## src/rtl/fetch_pkg.sv

```systemverilog
// Shared widths, constants and debug state encoding for the instruction-fetch stage.
package fetch_pkg;

   localparam int              FETCH_PC_W      = 8;
   localparam int              FETCH_IR_W      = 16;
   localparam logic [7:0]      FETCH_RESET_PC  = 8'h00;
   localparam logic [15:0]     FETCH_BUBBLE_IR = 16'h0000;
   localparam logic [15:0]     FETCH_HALT_IR   = 16'hE000;

   // Effective stage state, derived from the datapath registers for waveform debug.
   typedef enum logic [1:0] {
      FILL  = 2'd0,
      RUN   = 2'd1,
      STALL = 2'd2,
      HALT  = 2'd3
   } fetch_state_e;

endpackage

```

## src/rtl/fetch_hold_buf.sv

```systemverilog
// Skid register that freezes the memory read data while decode stalls, plus the IR output mux.
module fetch_hold_buf
   import fetch_pkg::*;
#(
   parameter int              IR_W      = FETCH_IR_W,
   parameter logic [IR_W-1:0] BUBBLE_IR = FETCH_BUBBLE_IR
) (
   input  logic            clk_i,
   input  logic            rst_ni,
   input  logic            clear_i,
   input  logic            capture_i,
   input  logic            cur_valid_i,
   input  logic [IR_W-1:0] rdata_i,
   output logic [IR_W-1:0] ir_o,
   output logic            hold_valid_o
);

   logic            hold_valid_q, hold_valid_d;
   logic [IR_W-1:0] hold_ir_q, hold_ir_d;

   // Only the first stall cycle captures: afterwards rdata already shows the next address.
   always_comb begin
      hold_valid_d = hold_valid_q;
      hold_ir_d    = hold_ir_q;
      if (clear_i) begin
         hold_valid_d = 1'b0;
      end else if (capture_i && !hold_valid_q) begin
         hold_valid_d = 1'b1;
         hold_ir_d    = rdata_i;
      end
   end

   always_ff @(posedge clk_i or negedge rst_ni) begin
      if (!rst_ni) begin
         hold_valid_q <= 1'b0;
         hold_ir_q    <= '0;
      end else begin
         hold_valid_q <= hold_valid_d;
         hold_ir_q    <= hold_ir_d;
      end
   end

   assign ir_o         = !cur_valid_i ? BUBBLE_IR : (hold_valid_q ? hold_ir_q : rdata_i);
   assign hold_valid_o = hold_valid_q;

endmodule

```

## src/rtl/pipeline_fetch.sv

```systemverilog
// Instruction-fetch stage: drives a 1-cycle-latency instruction memory, holds IR across
// decode stalls, takes branch redirects and stops fetching after delivering HALT.
module pipeline_fetch
   import fetch_pkg::*;
#(
   parameter int              PC_W      = FETCH_PC_W,
   parameter int              IR_W      = FETCH_IR_W,
   parameter logic [PC_W-1:0] RESET_PC  = FETCH_RESET_PC,
   parameter logic [IR_W-1:0] BUBBLE_IR = FETCH_BUBBLE_IR,
   parameter logic [IR_W-1:0] HALT_IR   = FETCH_HALT_IR
) (
   input  logic            clk,
   input  logic            rst_n,
   input  logic            update_in,
   input  logic            redirect_in,
   input  logic [PC_W-1:0] redirect_pc_in,
   output logic [PC_W-1:0] imem_addr,
   input  logic [IR_W-1:0] imem_rdata,
   output logic [IR_W-1:0] IR_out,
   output logic [PC_W-1:0] PC_out,
   output logic            valid_out,
   output logic            halted_out,
   output logic [15:0]     fetch_count_out,
   output logic [1:0]      state_out
);

   logic [PC_W-1:0] pc_q, pc_d;
   logic [PC_W-1:0] cur_pc_q, cur_pc_d;
   logic            cur_valid_q, cur_valid_d;
   logic            halted_q, halted_d;
   logic [15:0]     cnt_q, cnt_d;
   logic            hold_valid;
   logic            accept;
   logic            halt_now;
   fetch_state_e    state_dbg;

   // Handshake: IR_out/PC_out transfer to decode on any edge where valid_out and update_in
   // are both high and redirect_in is low; a redirect squashes whatever is on the output.
   assign accept   = cur_valid_q && update_in && !redirect_in;
   assign halt_now = accept && (IR_out == HALT_IR);

   fetch_hold_buf #(
      .IR_W      (IR_W),
      .BUBBLE_IR (BUBBLE_IR)
   ) u_hold_buf (
      .clk_i        (clk),
      .rst_ni       (rst_n),
      .clear_i      (redirect_in || update_in),
      .capture_i    (!redirect_in && !update_in),
      .cur_valid_i  (cur_valid_q),
      .rdata_i      (imem_rdata),
      .ir_o         (IR_out),
      .hold_valid_o (hold_valid)
   );

   always_comb begin
      pc_d        = pc_q;
      cur_pc_d    = cur_pc_q;
      cur_valid_d = cur_valid_q;
      halted_d    = halted_q;
      if (redirect_in) begin
         pc_d        = redirect_pc_in;
         cur_pc_d    = redirect_pc_in;
         cur_valid_d = 1'b0;
         halted_d    = 1'b0;
      end else if (update_in) begin
         cur_pc_d = pc_q;
         halted_d = halted_q || halt_now;
         // The HALT edge itself already stops the increment so imem_addr freezes at once.
         if (!halted_q && !halt_now) begin
            pc_d        = pc_q + PC_W'(1);
            cur_valid_d = 1'b1;
         end else begin
            cur_valid_d = 1'b0;
         end
      end
   end

   always_comb begin
      cnt_d = cnt_q;
      if (accept && (cnt_q != 16'hFFFF)) begin
         cnt_d = cnt_q + 16'd1;
      end
   end

   always_ff @(posedge clk or negedge rst_n) begin
      if (!rst_n) begin
         pc_q        <= RESET_PC;
         cur_pc_q    <= RESET_PC;
         cur_valid_q <= 1'b0;
         halted_q    <= 1'b0;
         cnt_q       <= '0;
      end else begin
         pc_q        <= pc_d;
         cur_pc_q    <= cur_pc_d;
         cur_valid_q <= cur_valid_d;
         halted_q    <= halted_d;
         cnt_q       <= cnt_d;
      end
   end

   always_comb begin
      state_dbg = RUN;
      if (halted_q) begin
         state_dbg = HALT;
      end else if (!cur_valid_q) begin
         state_dbg = FILL;
      end else if (hold_valid) begin
         state_dbg = STALL;
      end
   end

   assign imem_addr       = pc_q;
   assign valid_out       = cur_valid_q;
   assign PC_out          = cur_pc_q + PC_W'(1);
   assign halted_out      = halted_q;
   assign fetch_count_out = cnt_q;
   assign state_out       = state_dbg;

endmodule

```

## config.mk

```make
export PLATFORM = sky130hd
export DESIGN_NAME = pipeline_fetch
export DESIGN_NICKNAME = d
export VERILOG_FILES = /design/src/rtl/fetch_pkg.sv /design/src/rtl/fetch_hold_buf.sv /design/src/rtl/pipeline_fetch.sv
export SDC_FILE = /design/constraint.sdc
export NUM_CORES = 1
export LEC_CHECK = 0
export ABC_AREA = 1
export CAP_MARGIN = 40
export CORE_MARGIN = 1
export CORE_UTILIZATION = 40
export DETAILED_ROUTE_END_ITERATION = 8
export PLACE_DENSITY = 0.67
export SLEW_MARGIN = 20
export SYNTH_ARGS = -nofsm -noshare
export SYNTH_HDL_FRONTEND = slang
export SYNTH_SLANG_ARGS = --single-unit
export TNS_END_PERCENT = 10
```

## constraint.sdc

```tcl
create_clock -name clk -period 1.77 [get_ports clk]
set_input_delay 0.354 -clock clk [delete_from_list [all_inputs] [get_ports clk]]
set_output_delay 0.354 -clock clk [all_outputs]
set_load 0.1 [all_outputs]
```

==> impl_metrics.ini <==
[status]
status = finished with violations
violations = negative setup slack

[power_and_ir_drop]
ir_drop_mv = 1.37
power_density_nw_per_um2 = 931
switching_share_pct = 45.1
pwr-share-comb_pct = 53.2
p_int_mw = 2.58
leakage_nw = 2.36
p_clk_share_pct = 14.5
p_seq_share_pct = 32.3
power_switching_mw = 2.12

[detailed_routing]
antenna_left = 0
dr_total_vias = 2948
drc_errors = 0
dr.pass1.iters = 4
wl_per_cell_um = 13.4
drt_iter0_drc = 122
finalWirelength_um = 8060
viasPerCell = 4.91

[clock_network]
htreeDepth = 2
tritoncts = done
cts.path.max_buffers = 2
clock_latency_ps = 300
path_clk_slew_ps = 90
cts_sinks = 51
cts_root_buffer = clkbuf_8
cts_inserted_buffers = 5
cts_hold_buffers = 0

[sta]
rsz0062_at_grt = yes
setup_slack_ps = -162
fin_crit_sh_pct = 109
setup_tns_ps = -1770
setup_viol = 27
drv_slew = 0
slew_headroom_pct = 69.0
hold_viol = 0
worst_pin_slew_ps = 461
clock_skew_ps = 7.84
fin_crit_ps = 1930
clock.fmax_mhz = 518

[critical_path]
ff2ff_path_depth = 12
critPathLaunchType = flop
worstSetupPathType = reg2out
worstPathMaxFanout = 5
required_ps = 1420
cp.arrival_ps = 1580
endpoint_kind = output port

[yosys]
ys_ff_latch = 51
synthesis.nets = 408
synth.distinct_cells = 27
synth_mux_area_share_pct = 4.27
synthCells = 377
yosys.area_share.simple_pct = 30.6
synthAdderAreaFrac_pct = 1.29
syn_area_um2 = 2900
syn_avg_cell_area_um2 = 7.69
synth_compound_area_share_pct = 7.21
synth_top_family_by_area = simple AND/OR/NAND/NOR gates
synth.yosys.seq_area_share_pct = 44.0
synth_xor_area_share_pct = 4.83
yosysWarnings = 0

[die]
coreArea_um2 = 6910
die_h_um = 87.1
num_rows = 30
die_x_um = 87.1
initial_utilization_pct = 42.0
ios = 80
die_area_um2 = 7590

[final_layout]
final_cells = 601
final_common_cell = nand2_1
final_nets = 535
fillCellCount = 520
antenna_cells = 0
mostFrequentLayoutCells = 94 x nand2_1, 55 x buf_12, 47 x dfrtp_1
area_growth_pct = 74.4
layout-drive-gt1-share_pct = 33.1

[global_route]
antenna_found_initial = 0
grt_pass1_vias = 2998
grt_pass1_wl_um = 13700
grt_max_degree = 52
grt-ovfl-total = 0
grt_usage_pct = 23.0

[run]
maxCapViolCount = 0

[placement]
finalWeightedCongestion = 0.868
dp.cells = 585
dp_hpwl_um = 6060
port_buffers = 79

[worst_hold_path]
min_path_type = in2async
==> worst max-delay path, cell delays in order, from the launching register on <==
cell and delay (ps):
dfrtp_4 530, inv_1 130, nor2_4 50, a21oi_1 210
buf_4 150, inv_1 50, buf_12 160
==> timing repair <==
action	4_1_cts	5_1_grt
gates cloned	1	0
setup endpoints to repair	29	37
gates resized for setup	20	9
hold endpoints to repair	0	0
pin swaps	11	5
buffers inserted	7	1
==> cells by family after synthesis <==
family | count (synthesis)
simple gates | 205
buf+inv | 53
flops | 51
compound gates | 38
xor+xnor | 16
mux | 11
fa+ha+maj | 3
==> through the flow <==
stage	hold slack [ps]	setup WS, ps	total power, mW	utilization (%)	cell area [um^2]
3_3_place_gp	364	-210	3.97	69.7	4810
2_1_floorplan	58.4	-451	3.00	-	3090
6_report	27.4	-162	4.71	73.2	5060
4_1_cts	41.9	-157	4.72	72.6	5020
3_5_place_dp	363	-250	3.99	69.7	4810
5_1_grt	44.0	-228	4.93	73.2	5060
==> power by group through the flow <==
stage                     Clock [mW]  Sequential (mW)  Combinational [mW]
after floorplan                    0             2.12               0.872
after global placement             0             1.54                2.43
after detailed placement           0             1.55                2.45
after CTS                      0.700             1.52                2.50
after global routing           0.754             1.55                2.63
final                          0.680             1.52                2.50
==> cells in the mapped netlist, drive strengths merged <==
cell type,count,area (um^2)
nand2,112,435
dfrtp,51,1280
nand3,49,250
inv,41,154
nor2,28,108
o21ai,22,110
xor2,12,105
mux2,11,124
a21oi,9,45.0
buf,9,61.3
nor3,7,35.0
nand4,5,31.3
o211ai,5,37.5
xnor2,4,35.0
clkbuf,3,11.3
ha,3,37.5
nor4,3,18.8
a21o,1,7.51
nand3b,1,7.51
o221ai,1,8.76
==> cell type report <==
| type | instances | area, um^2 | area share, % |
|---|---|---|---|
| Timing Repair inverter | 1 | 7.51 | 0.148 |
| Inverter | 41 | 161 | 3.19 |
| Clock inverter | 1 | 5.00 | 0.0990 |
| Tap cell | 96 | 120 | 2.38 |
| Multi-Input combinational cell | 273 | 1640 | 32.4 |
| Sequential cell | 51 | 1280 | 25.4 |
| Timing Repair Buffer | 131 | 1760 | 34.7 |
| Clock buffer | 7 | 86.3 | 1.71 |
==> registers in the layout (all words and copies together) (netlist names) <==
register / cells
cur_pc_q: 8
fetch_count_out: 16
halted_out: 1
imem_addr: 8
u_hold_buf.hold_ir_q: 16
u_hold_buf.hold_valid_o: 1
valid_out: 1
==> worst paths after layout <==
check | start | end | slack, ps
max | valid_out | IR_out[11] | -160
min | rst_n | u_hold_buf.hold_ir_q[10] | 30
max reg2reg | u_hold_buf.hold_valid_o | imem_addr[3] | -50
min reg2reg | u_hold_buf.hold_ir_q[8] | u_hold_buf.hold_ir_q[8] | 510
max in group asynchronous | rst_n | fetch_count_out[0] | 1490
min in group clk | u_hold_buf.hold_ir_q[8] | u_hold_buf.hold_ir_q[8] | 510
==> routing by layer <==
metal | vias up | global-route usage [%] | share of wire [%]
li1 | 1471 | - | -
met1 | 1390 | 28.5 | 44
met3 | 12 | 4.08 | 4.0
met2 | 75 | 40.7 | 51
met4 | 0 | 7.30 | 1.6
met5 | - | 0 | 0
(Power assumes the default switching activity.)
